## config.mk

```make
export PLATFORM = sky130hd
export DESIGN_NAME = neuron_output_stage
export DESIGN_NICKNAME = d
export VERILOG_FILES = /design/src/rtl/neuron_output_stage.sv
export SDC_FILE = /design/constraint.sdc
export NUM_CORES = 1
export LEC_CHECK = 0
export CELL_PAD_IN_SITES_DETAIL_PLACEMENT = 1
export CELL_PAD_IN_SITES_GLOBAL_PLACEMENT = 2
export CORE_MARGIN = 2
export CORE_UTILIZATION = 39
export CTS_CLUSTER_DIAMETER = 200
export DETAILED_ROUTE_END_ITERATION = 10
export PLACE_DENSITY_LB_ADDON = 0.1
export SYNTH_ARGS = -nofsm -noshare
export SYNTH_HDL_FRONTEND = slang
export SYNTH_SLANG_ARGS = --single-unit
```

## constraint.sdc

```tcl
create_clock -name clk -period 3.8 [get_ports clk]
set_clock_uncertainty 0.05 [all_clocks]
set_input_delay 0.76 -clock clk [delete_from_list [all_inputs] [get_ports clk]]
set_output_delay 0.76 -clock clk [all_outputs]
set_load 0.01 [all_outputs]
```

## src/rtl/neuron_output_stage.sv

```systemverilog
// Neuron output stage: bias add, rescale, activation, saturation, output FIFO and layer counting.
// Optional ReLU activation is enabled by defining NEURON_OUT_RELU_EN; otherwise the activation is linear.
module neuron_output_stage #(
    parameter int ACC_W = 32,
    parameter int OUT_W = 16,
    parameter int SHIFT = 8,
    parameter int DEPTH = 4
) (
    input  logic             clk,
    input  logic             rst,
    input  logic             acc_valid,
    input  logic [ACC_W-1:0] acc_data,
    input  logic [ACC_W-1:0] bias,
    input  logic [7:0]       layer_size,
    output logic             acc_ready,
    output logic             out_valid,
    output logic [OUT_W-1:0] out_data,
    input  logic             out_ready,
    output logic             layer_done,
    output logic             overflow
);
    localparam int PTR_W = (DEPTH > 1) ? $clog2(DEPTH) : 1;
    localparam int CNT_W = PTR_W + 1;
    localparam int SUM_W = ACC_W + 1;

    localparam logic signed [SUM_W-1:0] SAT_MAX = {{(SUM_W-OUT_W+1){1'b0}}, {(OUT_W-1){1'b1}}};
    localparam logic signed [SUM_W-1:0] SAT_MIN = {{(SUM_W-OUT_W+1){1'b1}}, {(OUT_W-1){1'b0}}};

    logic signed [SUM_W-1:0] s1_sum_reg;
    logic                    s1_valid_reg;
    logic [OUT_W-1:0]        mem [DEPTH];
    logic [PTR_W-1:0]        wr_ptr_reg;
    logic [PTR_W-1:0]        rd_ptr_reg;
    logic [CNT_W-1:0]        count_reg;
    logic [7:0]              neuron_cnt_reg;
    logic                    layer_done_reg;
    logic                    overflow_reg;

    logic                    capture;
    logic                    push;
    logic                    pop;
    logic                    last_neuron;
    logic [CNT_W:0]          occupancy;
    logic signed [SUM_W-1:0] shifted;
    logic signed [SUM_W-1:0] activated;
    logic [OUT_W-1:0]        result;

    // Occupancy includes the entry in flight so a stage-2 write always finds room.
    assign occupancy = {1'b0, count_reg} + {{CNT_W{1'b0}}, s1_valid_reg};
    assign acc_ready = occupancy < (CNT_W+1)'(DEPTH);

    assign capture     = acc_valid && acc_ready;
    assign push        = s1_valid_reg;
    assign out_valid   = (count_reg != '0);
    assign pop         = out_valid && out_ready;
    assign last_neuron = (neuron_cnt_reg == (layer_size - 8'd1));

    assign shifted = s1_sum_reg >>> SHIFT;

    always_comb begin
        activated = shifted;
`ifdef NEURON_OUT_RELU_EN
        if (shifted[SUM_W-1]) begin
            activated = '0;
        end
`endif
        result = activated[OUT_W-1:0];
        if (activated > SAT_MAX) begin
            result = SAT_MAX[OUT_W-1:0];
        end else if (activated < SAT_MIN) begin
            result = SAT_MIN[OUT_W-1:0];
        end
    end

    always_ff @(posedge clk or posedge rst) begin
        if (rst) begin
            s1_sum_reg   <= '0;
            s1_valid_reg <= 1'b0;
        end else begin
            s1_valid_reg <= capture;
            if (capture) begin
                s1_sum_reg <= {acc_data[ACC_W-1], acc_data} + {bias[ACC_W-1], bias};
            end
        end
    end

    // Storage carries no reset; out_data is masked while the FIFO is empty.
    always_ff @(posedge clk) begin
        if (push) begin
            mem[wr_ptr_reg] <= result;
        end
    end

    assign out_data = out_valid ? mem[rd_ptr_reg] : '0;

    always_ff @(posedge clk or posedge rst) begin
        if (rst) begin
            wr_ptr_reg <= '0;
            rd_ptr_reg <= '0;
            count_reg  <= '0;
        end else begin
            if (push) begin
                wr_ptr_reg <= wr_ptr_reg + PTR_W'(1);
            end
            if (pop) begin
                rd_ptr_reg <= rd_ptr_reg + PTR_W'(1);
            end
            count_reg <= count_reg + CNT_W'(push) - CNT_W'(pop);
        end
    end

    always_ff @(posedge clk or posedge rst) begin
        if (rst) begin
            neuron_cnt_reg <= '0;
            layer_done_reg <= 1'b0;
            overflow_reg   <= 1'b0;
        end else begin
            layer_done_reg <= push && last_neuron;
            if (push) begin
                neuron_cnt_reg <= last_neuron ? 8'd0 : neuron_cnt_reg + 8'd1;
            end
            if (acc_valid && !acc_ready) begin
                overflow_reg <= 1'b1;
            end
        end
    end

    assign layer_done = layer_done_reg;
    assign overflow   = overflow_reg;

endmodule

```

Yosys cells after proc, flatten, opt, wreduce, memory -nomap -nowiden
Memories as Yosys holds them, arrays and structs flattened.
Index checks and enable logic that the tools add are counted.
{ "op_classes": {"reduce_logical": 6, "addsub": 8, "muxes": 6, "eq_ne": 1, "n_lt_le_gt_ge": 3} }
{ "ops": {"columns": ["cell", "n"], "rows": [
  ["$mux 16", 3],
  ["$add 32x32->33", 1],
  ["$gt 25x16->1 const B", 1],
  ["$lt 25x16->1 const B", 1],
  ["$add 8x1->8 const B", 1],
  ["$eq 8x8->1", 1],
  ["$mux 8", 1],
  ["$sub 8x1->8 const B", 1],
  ["$add 2x1->2 const B", 2],
  ["$add 3x1->4", 1],
  ["$logic_and 1x1->1", 4],
  ["$lt 4x3->1 const B", 1],
  ["$add 3x1->3", 1],
  ["$reduce_bool 3->1", 1],
  ["$sub 3x1->3", 1],
  ["$mux 1", 2],
  ["$logic_not 1->1", 1]
]} }
{ "totals": {"ram_bits": 64, "elab_cells": 33, "memories": 1, "register_bits": 51, "input_bits": 76, "out_inout_bits": 20} }
{ "mem_list": {"columns": ["memory", "depth", "word_bits", "read_ports", "rd_ports_with_merged_regs", "wr", "line", "rtl"], "rows": [
  ["mem", 4, 16, 1, 0, 1, "31", "logic [OUT_W-1:0] mem [DEPTH];"]
]} }

Logic depth before layout (Yosys ltp)
{ "depth": {"ltp_word": 4, "mapped_depth": 10, "depth_no_buf": 9} }

Least setup slack after synthesis
OpenSTA, ideal clock, no wires.
{ "synth_path": {"path_type": "in2reg", "start": "in acc_data[5]", "end": "reg s1_sum_reg[32]", "arrival_time_ns": 2.763, "path_buffers": 0, "stages": 9, "slack_ns": 0.905, "cell_sequence": "ha_1 > a211oi_2 > nor2_1 > o311ai_4 > a21oi_2 > or4b_1 > a31oi_2 > o2111ai_1 > a31oi_1"} }
{ "synth_between": {"elab_chain_len": 1} }
{ "synth_lines": {"columns": ["element", "line", "rtl"], "rows": [
  ["start: declaration", "12", "input logic [ACC_W-1:0] acc_data,"],
  ["$add 32x32->33", "82", "s1_sum_reg <= {acc_data[ACC_W-1], acc_data} + {bias[ACC_W-1], bias};"],
  ["end signal: assignment", "82", null],
  ["end: declaration", "29", "logic signed [SUM_W-1:0] s1_sum_reg;"]
]} }
Every way passes these cells.
A chain may end at the register's enable or synchronous reset.

Final worst setup path
{ "layout_path": {"start": "reg s1_valid_reg (netlist: push)", "end": "out acc_ready"} }
{ "layout_between": {"elab_chain_len": 2} }
{ "layout_lines": {"columns": ["element", "line", "rtl"], "rows": [
  ["start: declaration", "30", "logic s1_valid_reg;"],
  ["start signal: assignment", "80", "s1_valid_reg <= capture;"],
  ["$add 3x1->4", "49", "assign occupancy = {1'b0, count_reg} + {{CNT_W{1'b0}}, s1_valid_reg};"],
  ["$lt 4x3->1", "50", "assign acc_ready = occupancy < (CNT_W+1)'(DEPTH);"],
  ["end: declaration", "15", "output logic acc_ready,"]
]} }
Every way passes these cells.

==> results.json <==
{
  "gp_congestion": 0.849,
  "leakagePower_uw": 0.00298,
  "finalSetupTns_ps": 0,
  "nFillCells": 1671,
  "wire_per_inst_um": 17.0,
  "die_y_um": 130,
  "grt_usage": 0.177,
  "status": "finished, final reports clean",
  "initial_utilization": 0.396,
  "first_global_vias": 4743,
  "ant_nets": 0,
  "critPathMaxStageDelay_ps": 640,
  "syn_inst": 537,
  "arrival_ps": 2440,
  "tightest_slew_ps": 877,
  "cts_buffers": 9,
  "pwr_density_cell_mw_per_mm2": 675,
  "vias": 4511,
  "drt-initial-drc-count": 168,
  "htreeDepth": 3,
  "async_reset_ff_frac": 0.402,
  "grt_pass1_wl_mm": 23.7,
  "die_x_um": 130,
  "relSlewSlack": 0.415,
  "gr-usage-met2": 0.312,
  "clock_latency_ps": 340,
  "clock_sink_count": 107,
  "drc_errors": 0,
  "synth_nets": 654,
  "final_common_cell": "clkdlybuf4s50_1",
  "dieArea_sq_mm": 0.0170,
  "drive_gt1_frac": 0.0824,
  "yosys_warnings": 0,
  "cp-end-kind": "output port",
  "clk_pin_slew_ps": 70,
  "pre_cts_slack_ps": 206,
  "vias_per_cell": 5.33,
  "vdd_drop_max_mv": 0.337,
  "port_buffers": 95,
  "clock_path_buffers": 2,
  "routed_wirelength_mm": 14.4,
  "path_max_fanout": 15,
  "met1_usage": 0.229,
  "cts_resized": 0,
  "setup_viol": 0,
  "slew_viol_final": 0,
  "crit_buf_inv": 1,
  "cts-root-buf": "clkbuf_16",
  "synth_seq_cells": 107,
  "syn-cell-area_sq_mm": 0.00622,
  "ctsHoldBuffers": 0,
  "crit_required_ps": 2990,
  "hold_viol": 0,
  "critPathKind": "reg2out",
  "use_met3": 0.0217,
  "num_io_pins": 96,
  "dr.pass1.iters": 4,
  "num_antenna_cells": 0,
  "cpLargestDelayFamily": "flip-flops",
  "largest_register_ffs": 64,
  "antenna_found_initial": 0,
  "hold_class": "reg2reg",
  "overflow": 0,
  "multi_input_area_sq_mm": 0.00303,
  "synth_seq_area_share": 0.482,
  "post-route-period-util": 0.854,
  "worst_slack_ps": 554,
  "fmax_ghz": 0.308,
  "post_cts_buffers": 0,
  "mostFrequentLayoutCells": "95 x clkdlybuf4s50_1, 64 x edfxtp_1, 48 x nand2_1",
  "dp_hpwl_mm": 11.0,
  "crit_path_cell_trace": "and2_1, nand3_1, o21a_1, o22ai_1, clkdlybuf4s50_1",
  "setup.worst_path.start_class": "flop",
  "synth_edf_count": 64,
  "ys_types": 70,
  "grt_setup_unrepaired": "false",
  "finalCriticalPeriod_ps": 3250,
  "cts_tree": "built",
  "busiest_layer": "met2",
  "area_growth_pct": 23.8,
  "final_nets": 743,
  "critPathSlowestCell": "dfrtp_1",
  "drv_cap": 0,
  "syn_area_per_cell_sq_um": 11.6,
  "fp-row-count": 46,
  "seq_area_sq_mm": 0.00300,
  "core_area_sq_mm": 0.0157,
  "ys.flop_type": "edfxtp_1",
  "grt_max_degree": 38
}
[worst register-to-register path: stages (launching register included)]
cell and delay, ps:
dfrtp_1 640, and2_1 240, nand3_1 90, o21a_1 110
o22ai_1 390, nand2_2 300, buf_4 340, or4_1 530
nand3_1 90
[path summary, 6_finish.rpt]
kind / from / endpoint / slack (ps) / cells after the start
worst max-delay path: push / acc_ready / 550 / 5
worst min-delay path: overflow / overflow / 430 / 1
worst max register to register: push / s1_sum_reg[31] / 960 / 8
worst min register to register: overflow / overflow / 430 / 1
max in group asynchronous: rst / s1_sum_reg[31] / 2260 / 3
min in group asynchronous: rst / s1_sum_reg[27] / 720 / 2
[report_power, final]
group | internal (uW) | switching, uW | leakage [uW]
Sequential | 1760 | 283 | 0.00109
Combinational | 1040 | 1060 | 0.00172
Clock | 645 | 408 | 0.000163
Total | 3440 | 1750 | 0.00298
[synth_stat cells, types with 4 or more instances]
cell       instances  area, sq um
a21o_1            27          203
a31oi_1            5         31.3
edfxtp_1          64         1920
and2_1            24          150
o211ai_1           4         30.0
dfrtp_1           43         1080
o2111ai_1          4         35.0
xnor2_1           19          166
nand3_1           11         55.1
o21bai_1           4         30.0
xor2_1            22          193
nand2_1           48          180
inv_1             16         60.1
nor3_1             6         30.0
and3_1             8         50.1
o21ai_0           10         50.1
nor2_1            22         82.6
a21oi_1           27          135
mux4_2            16          360
o21ai_1           24          120
clkbuf_1          14         52.6
nand4_1            9         56.3
ha_1              40          500
[metal layers]
layer | part of all wire | vias to the layer above
met1 | 0.47 | 2233
met3 | 0.022 | 11
met5 | 0 | -
met4 | 0.012 | 0
met2 | 0.50 | 67
li1 | - | 2200
[logic make-up after synthesis]
kind of cell	count (synthesis)	synth area share
and+or+nand+nor	151	0.125
AOI/OAI and AO/OA	139	0.158
DFF	107	0.482
xor gates and xnor gates	41	0.0578
adders and majority gates	41	0.0837
buffers and inverters	39	0.0298
muxes	19	0.0630
[through the flow]
step	hold slack, ps	util	instance area [sq um]	power [uW]	std cells
after floorplan	406	-	6220	3370	537
after global placement	413	0.468	7350	4090	831
after detailed placement	420	0.468	7350	4190	831
after CTS	438	0.490	7690	5260	847
after global routing	453	0.490	7690	5540	847
final	432	0.490	7690	5190	847
[area by class of cell]
cell class	count	area share
multi-input combinational	391	0.394
sequential	107	0.390
timing repair buffer	100	0.128
tap	216	0.0351
clock buffer	10	0.0298
clock inverter	6	0.0145
inverter	17	0.00829
Power figures use the tool's default switching activity.
